[src/rtl/light_pkg.sv]
// Shared colour codes and head state encoding for the light command interface.
// Latency: n/a (types, constants and a pure decode function only).
// Backpressure: n/a.
package light_pkg;

  localparam logic [1:0] LIGHT_RED     = 2'd0;
  localparam logic [1:0] LIGHT_YELLOW  = 2'd1;
  localparam logic [1:0] LIGHT_ILLEGAL = 2'd2;
  localparam logic [1:0] LIGHT_GREEN   = 2'd3;

  // Head states; also used by light_controller to track the responder.
  typedef enum logic [1:0] {
    ST_RED    = 2'd0,
    ST_YELLOW = 2'd1,
    ST_FAULT  = 2'd2,
    ST_GREEN  = 2'd3
  } light_state_e;

  // Colour reported to the controller; a faulted head shows red.
  function automatic logic [1:0] state_to_color(light_state_e s);
    logic [1:0] c;
    c = LIGHT_RED;
    case (s)
      ST_GREEN:  c = LIGHT_GREEN;
      ST_YELLOW: c = LIGHT_YELLOW;
      default:   c = LIGHT_RED;
    endcase
    return c;
  endfunction

endpackage

[src/rtl/dwell_counter.sv]
// Cycles-in-state counter: zero on the first cycle of a state, saturating increment.
// Latency: clear or increment takes effect on the following clock edge.
// Backpressure: none; free-running.
module dwell_counter #(
  parameter int CNT_W = 8
) (
  input  logic             clk,
  input  logic             rst_n,
  input  logic             clear,
  output logic [CNT_W-1:0] cnt
);

  logic [CNT_W-1:0] cnt_q;
  logic [CNT_W-1:0] cnt_d;

  // Next count: restart on clear, otherwise count up and hold at all-ones.
  always_comb begin
    cnt_d = cnt_q;
    if (clear) begin
      cnt_d = '0;
    end else if (cnt_q != '1) begin
      cnt_d = cnt_q + CNT_W'(1);
    end
  end

  // Count register with synchronous active-low reset.
  always_ff @(posedge clk) begin
    if (!rst_n) begin
      cnt_q <= '0;
    end else begin
      cnt_q <= cnt_d;
    end
  end

  assign cnt = cnt_q;

endmodule

[src/rtl/signal_head_driver.sv]
// Signal head responder: takes colour commands, sequences lamps GREEN->YELLOW->RED, sticky fault.
// Latency: command accepted at edge N shows on state/lamps from cycle N+1; yellow lasts YELLOW_CYCLES.
// Backpressure: cmd_ready low during min dwell, all of yellow and in fault; command waits until ready.
module signal_head_driver
  import light_pkg::*;
#(
  parameter int YELLOW_CYCLES    = 4,
  parameter int MIN_GREEN_CYCLES = 8,
  parameter int MIN_RED_CYCLES   = 2,
  parameter int CNT_W            = 8
) (
  input  logic       clk,
  input  logic       rst_n,
  input  logic       cmd_valid,
  input  logic [1:0] set_light_color,
  output logic       cmd_ready,
  output logic [1:0] current_light_state,
  output logic       lamp_red,
  output logic       lamp_yellow,
  output logic       lamp_green,
  output logic       fault
);

  light_state_e     state_q;
  light_state_e     state_d;
  logic [CNT_W-1:0] cnt;
  logic             cnt_clear;
  logic             accept;

  // Dwell counter restarts whenever the head changes state.
  dwell_counter #(.CNT_W(CNT_W)) u_dwell (
    .clk   (clk),
    .rst_n (rst_n),
    .clear (cnt_clear),
    .cnt   (cnt)
  );

  // Ready depends only on registered state and dwell count, never on cmd_valid.
  always_comb begin
    cmd_ready = 1'b0;
    case (state_q)
      ST_RED:   cmd_ready = (cnt >= CNT_W'(MIN_RED_CYCLES - 1));
      ST_GREEN: cmd_ready = (cnt >= CNT_W'(MIN_GREEN_CYCLES - 1));
      default:  cmd_ready = 1'b0;
    endcase
  end

  assign accept = cmd_valid & cmd_ready;

  // Next-state: only legal transitions; same-colour or backwards requests are accepted no-ops.
  always_comb begin
    state_d = state_q;
    case (state_q)
      ST_RED: begin
        if (accept) begin
          if (set_light_color == LIGHT_GREEN) begin
            state_d = ST_GREEN;
          end else if (set_light_color == LIGHT_ILLEGAL) begin
            state_d = ST_FAULT;
          end
        end
      end
      ST_GREEN: begin
        if (accept) begin
          if (set_light_color == LIGHT_RED || set_light_color == LIGHT_YELLOW) begin
            state_d = ST_YELLOW;
          end else if (set_light_color == LIGHT_ILLEGAL) begin
            state_d = ST_FAULT;
          end
        end
      end
      ST_YELLOW: begin
        if (cnt == CNT_W'(YELLOW_CYCLES - 1)) begin
          state_d = ST_RED;
        end
      end
      default: state_d = ST_FAULT;
    endcase
  end

  assign cnt_clear = (state_d != state_q);

  // State register; reset always lands in red, which also clears the fault.
  always_ff @(posedge clk) begin
    if (!rst_n) begin
      state_q <= ST_RED;
    end else begin
      state_q <= state_d;
    end
  end

  assign current_light_state = state_to_color(state_q);
  assign lamp_red            = (state_q == ST_RED) || (state_q == ST_FAULT);
  assign lamp_yellow         = (state_q == ST_YELLOW);
  assign lamp_green          = (state_q == ST_GREEN);
  assign fault               = (state_q == ST_FAULT);

endmodule

[config.mk]
export PLATFORM = sky130hd
export DESIGN_NAME = signal_head_driver
export DESIGN_NICKNAME = d
export VERILOG_FILES = /design/src/rtl/light_pkg.sv /design/src/rtl/dwell_counter.sv /design/src/rtl/signal_head_driver.sv
export SDC_FILE = /design/constraint.sdc
export NUM_CORES = 1
export LEC_CHECK = 0
export CORE_MARGIN = 1.5
export CORE_UTILIZATION = 55
export DETAILED_ROUTE_END_ITERATION = 10
export GPL_ROUTABILITY_DRIVEN = 0
export HOLD_SLACK_MARGIN = 0.15
export PLACE_DENSITY = 0.91
export SLEW_MARGIN = 10
export SYNTH_ARGS = -nofsm -noshare
export SYNTH_HDL_FRONTEND = slang
export SYNTH_SLANG_ARGS = --single-unit
[constraint.sdc]
create_clock -name clk -period 5.8 [get_ports clk]
set_input_delay 0.58 -clock clk [delete_from_list [all_inputs] [get_ports clk]]
set_output_delay 0.58 -clock clk [all_outputs]
set_load 0.01 [all_outputs]
After elaboration in Yosys (flattened, before gate mapping). Index checks and enable logic that the tools add are counted.

Bits in registers: 10. Bits in latches: 0. RAM bits: 0. ROM bits: 0. Memories kept: 0.

Add/sub/neg operators: 1. Multiply operators: 0. Div/mod/pow operators: 0. $lt $le $gt $ge: 2. Eq/ne operators: 9. Shift operators: 0. Mux-type cells: 9. Bitwise gates (word level): 2. Reduce and logical (&&, ||, !) cells: 5.

Operators by type and width (count): 2-bit two-way mux (6); 8-bit by 1-bit adder with 8-bit output, second input constant (1); 2-bit equality test, second input constant (4); 8-bit by 2-bit equality test with 1-bit output, second input constant (1); 8-bit by 1-bit >= comparator with 1-bit output, second input constant (1); 8-bit by 3-bit >= comparator with 1-bit output, second input constant (1); 8-bit inequality test, second input constant (1); 2-bit one-hot mux with 3 select lines (1); 2-bit by 1-bit equality test with 1-bit output, second input constant (2); 2-bit zero test (2); 2-bit one-hot mux with 2 select lines (1); 1-bit logical OR (2); 2-bit inequality test (1); 1-bit one-hot mux with 2 select lines (1); 2-bit OR reduction (1); 1-bit AND (1); 1-bit NOT (1).

Longest topological paths before layout.
Depth after elaboration: 7. Mapped depth: 8. Depth with buffers taken out: 8.

Cells and area by module. A second synthesis with hierarchy kept.

Cell total of the unflattened synthesis: 111. Area, all modules: 880.8 µm².

By module, submodules not included: signal_head_driver (instances 1, cells an instance 63, area each 460.4 µm², seq. area each 40.0 µm²); dwell_counter (instances 1, cells an instance 48, area each 420.4 µm², seq. area each 160.2 µm²).

Worst setup path after synthesis. Ideal clock, no wire load.

Kind: register -> register. Start: register state_q[0]. End: register u_dwell.cnt_q[0], in the netlist u_dwell.cnt[0]. Library setup time: 0.146 ns. Data arrival time: 1.963 ns. Setup slack: 3.691 ns. Cell stages (with the launch flop): 9. Cells stage by stage: dfxtp_1 inv_1 ha_1 nand3b_1 a21o_1 a21oi_1 nand3b_1 a21oi_1 nor4_1.

Cells in the longest elaborated chain, start to end: 7. Elaborated cells between the ends (all ways): 14. Classes of those cells: 3 x eq/ne; 8 x mux; 1 x bitwise; 2 x reduce/logical.

Ends and longest elaborated chain: start: declaration (line signal_head_driver.sv:24) `light_state_e state_q;`; start signal: assignment (line signal_head_driver.sv:88) `state_q <= state_d;`; 2-bit equality test / 2-bit zero test (equally long branches) (line signal_head_driver.sv:41, signal_head_driver.sv:53); 1-bit one-hot mux with 2 select lines (line signal_head_driver.sv:41) `case (state_q)`; 1-bit AND (line signal_head_driver.sv:48) `assign accept = cmd_valid & cmd_ready;`; 2-bit two-way mux (on tied branches) (line signal_head_driver.sv:64, signal_head_driver.sv:55); 2-bit one-hot mux with 3 select lines (line signal_head_driver.sv:53) `case (state_q)`; 2-bit inequality test * (line signal_head_driver.sv:81) `assign cnt_clear = (state_d != state_q);`; 2-bit OR reduction (no line) *; end signal: assignment (line dwell_counter.sv:31) `cnt_q <= cnt_d;`; end: declaration (line dwell_counter.sv:13) `logic [CNT_W-1:0] cnt_q;`.

Mark *: on every way between the ends. The rest lies on a longest branch, timed or not. A chain may end at the register's enable or synchronous reset.

Worst setup path in the final report.
Start: register u_dwell.cnt_q[0], in the netlist u_dwell.cnt[0]. End: output port cmd_ready.

Cells in the longest elaborated chain, start to end: 2. Elaborated cells between the ends (all ways): 3. Classes of those cells: 2 x order compare; 1 x mux.

Ends and longest elaborated chain: 8-bit by 3-bit >= comparator with 1-bit output / 8-bit by 1-bit >= comparator with 1-bit output (equally long branches) (line signal_head_driver.sv:43, signal_head_driver.sv:42); 1-bit one-hot mux with 2 select lines * (line signal_head_driver.sv:41); end: declaration (line signal_head_driver.sv:16) `output logic cmd_ready,`.

Marked as above.

==> run metrics <==
outcome completed; drt pass-1 iters 4; RSZ-0062 raised after global routing false; Synth Area in Compound Gates 0.199; share of cells above drive strength 1 0.110; Crit. End Element output port; Final Util 0.684; CP dominant cell by count and2_1; Top FF cell, synth dfxtp_1; CTS hold repair buffers 0; Root Driver clkbuf_4; hold path cells 2; met2 Resource Use GR 0.355; clock-pin slew on the worst setup and hold paths 0.07 ns; Gate power share 0.561; Yosys warnings 0; main combinational cell family by area after synthesis simple AND/OR/NAND/NOR gates; period utilization 0.480; Residual DRC 0; CTS Buf Count 3; die area 0.00182 sq mm; setup repair bufs after CTS 0; Final Net Count 131; final setup vio count 0; post-DP HPWL 1.45 mm; Net Sw Frac 0.414; Syn Std Cell Area 863 sq um; crit-path cells ha_1 > a211oi_1 > and2_1 > and2_1 > nor3_1 > clkdlybuf4s50_1; I/O pin count 12; worst endpoint required time 5.22 ns; largest area contributor in the netlist dfxtp_1; die height 42.6 microns; CP Class register to output port; CTS tree yes; Port Buffers 11; Async SR Flop Fraction 0; Commonest cells post-synth dfxtp_1 (10), nor2_1 (9), inv_1 (8); cells after synthesis 104; Die W 42.6 microns; cell area after layout 0.00102 sq mm; clk_lat worst skew 0.26 ns; M3 GR Usage 0.0259; synthesized area per cell 8.30 sq um; HP Start u_dwell.cnt[1]$_SDFFE_PP0P_; Post-Synth Simple-Gate Area 0.354; Final Max Tran Viols 0; met1 usage 0.366; switching power 0.150 mW; Cell variety after synth 42; worst-path fanout max 7; maxcap violations 0; worst r2r src state_q[0]$_SDFF_PN0_; Worst R2R End u_dwell.cnt[0]$_SDFFE_PP0P_; initial antenna violation count 0; Pwr per Cell Area 355 mW/mm^2; post-synthesis adder-cell area fraction 0.101; Iteration-0 DRC Markers 31; Tot Pwr 0.362 mW; leak pwr 0.374 nW; Worst VDD drop 0.000276 V; core area 0.00149 sq mm; mux contribution to synthesized area 0.0377; R2R cell count 8; Starting Density 0.580; # rows 14; Register Area 200 sq um; setup slack after layout 3.02 ns; #FFs+latches synth 10; synthesis-to-finish area growth 18.0%; reg-to-reg slack, setup 3.23 ns; via count 863; post-synthesis sequential area ratio 0.232; number of flops mapped to enable cells by yosys 0; first-pass GRT wire length 3.51 mm; syn nets 116; vias in the first global route 793; placed inst area 982 sq um; Endpoint, Worst Hold u_dwell.cnt[1]$_SDFFE_PP0P_; setup TNS 0 ns; post-DR wirelength/cell 14.4 microns; H-tree depth 1; largest net degree at the start of global routing 11; final wirelength 1.93 mm; grt peak-use layer met1; total gr overflow 0; antenna fix cells 0; clk sinks 10; minimum clock period 2.78 ns; GRT Overall Usage 0.247; Slowest cell on crit path clkdlybuf4s50_1; crit path DAT 2.20 ns; part of the power in registers 0.265; f_max 359 MHz; # resized after CTS 0; clock share of power 0.174; Synth Area in XOR/XNOR 0.0203; Max stage delay on crit path 0.56 ns; CP startpoint kind register; Area contributors post-synth dfxtp_1 (23%), ha_1 (10%), nor4_1 (5.1%); Yosys top cell area share 0.232; Fillers 123; Clock Path Buffers 2; footprint of the multi-input gates 614 sq um; pre-CTS WS 3.24 ns; Setup Skew 0.000779 ns; P_int 0.212 mW; via/cell ratio 6.44; ANT nets after route 0; Tightest Pin Transition 0.601 ns; Hold Crit Class register to register; slew margin rel. 0.600; most numerous cell in the Yosys netlist dfxtp_1; Hold Fails Final Rpt 0
==> flip-flops by register name (all words and copies together), names as in the netlist <==
name,count
u_dwell.cnt,8
state_q,2
==> final cells by class <==
| class | instances | share of cell area |
|---|---|---|
| Timing Repair Buffer | 12 | 0.115 |
| Multi-Input combinational cell | 84 | 0.603 |
| Inverter | 8 | 0.0295 |
| Sequential cell | 10 | 0.197 |
| Tap cell | 16 | 0.0197 |
| Clock buffer | 4 | 0.0356 |
==> cells in the final DEF, fill, tap and decap left out, types with 2 or more instances in the layout <==
cell type	Yosys	final
o21ai_0	3	3
a21oi_1	5	5
nor2_1	9	9
nor4_1	7	7
clkbuf_4	0	3
nor3_1	6	6
nand3_1	4	4
and2_1	2	2
nand4_1	2	2
nand3b_1	3	3
inv_1	8	8
dfxtp_1	10	10
ha_1	7	7
and3_1	3	3
nand2_1	6	6
o21ai_1	2	2
clkdlybuf4s50_1	0	11
==> per-stage QoR <==
stage	hold WS [ns]	std cells
after floorplan	0.530	104
after global placement	0.554	130
after detailed placement	0.567	130
after CTS	0.580	134
after global routing	0.631	134
final	0.580	134
==> worst max-delay path, delay by kind of cell, from the launching register on <==
kind,cells,cell delay [ns]
AOI/OAI and AO/OA,1,0.13
buffers and inverters,1,0.56
and+or+nand+nor,3,0.54
DFF,1,0.38
adders and majority gates,1,0.33
==> routing by layer <==
layer | share of wire | wire, microns
met1 | 0.45 | 870
met2 | 0.45 | 868
met3 | 0.078 | 150
met4 | 0.018 | 35
met5 | 0 | 0
==> how the worst max path moves through the flow <==
stage / start / end / slack (ns) / depth (start not counted)
6_report: u_dwell.cnt[0]$_SDFFE_PP0P_ / cmd_ready / 3.02 / 6
3_3_place_gp: cmd_valid / u_dwell.cnt[7]$_SDFFE_PP0P_ / 3.33 / 7
3_5_place_dp: cmd_valid / u_dwell.cnt[3]$_SDFFE_PP0P_ / 3.24 / 7
4_1_cts: u_dwell.cnt[0]$_SDFFE_PP0P_ / cmd_ready / 3.03 / 6
5_1_grt: u_dwell.cnt[0]$_SDFFE_PP0P_ / cmd_ready / 2.81 / 6
2_1_floorplan: state_q[0]$_SDFF_PN0_ / u_dwell.cnt[0]$_SDFFE_PP0P_ / 3.69 / 8
==> power groups by stage <==
stage | Clock (mW) | Combinational [mW] | Sequential (mW)
finish | 0.0629 | 0.203 | 0.0958
global route | 0.0678 | 0.226 | 0.0983
CTS | 0.0653 | 0.202 | 0.0951
detailed placement | 0 | 0.200 | 0.0967
global placement | 0 | 0.194 | 0.0959
floorplan | 0 | 0.145 | 0.0910
==> cell families (layout without fill, tap and decap cells) <==
| logic type | after synthesis | count (layout) |
|---|---|---|
| simple gates | 51 | 51 |
| compound gates | 21 | 21 |
| flops | 10 | 10 |
| buf+inv | 10 | 24 |
| fa+ha+maj | 7 | 7 |
| mux | 3 | 3 |
| xor+xnor | 2 | 2 |
(Power assumes the default switching activity.)
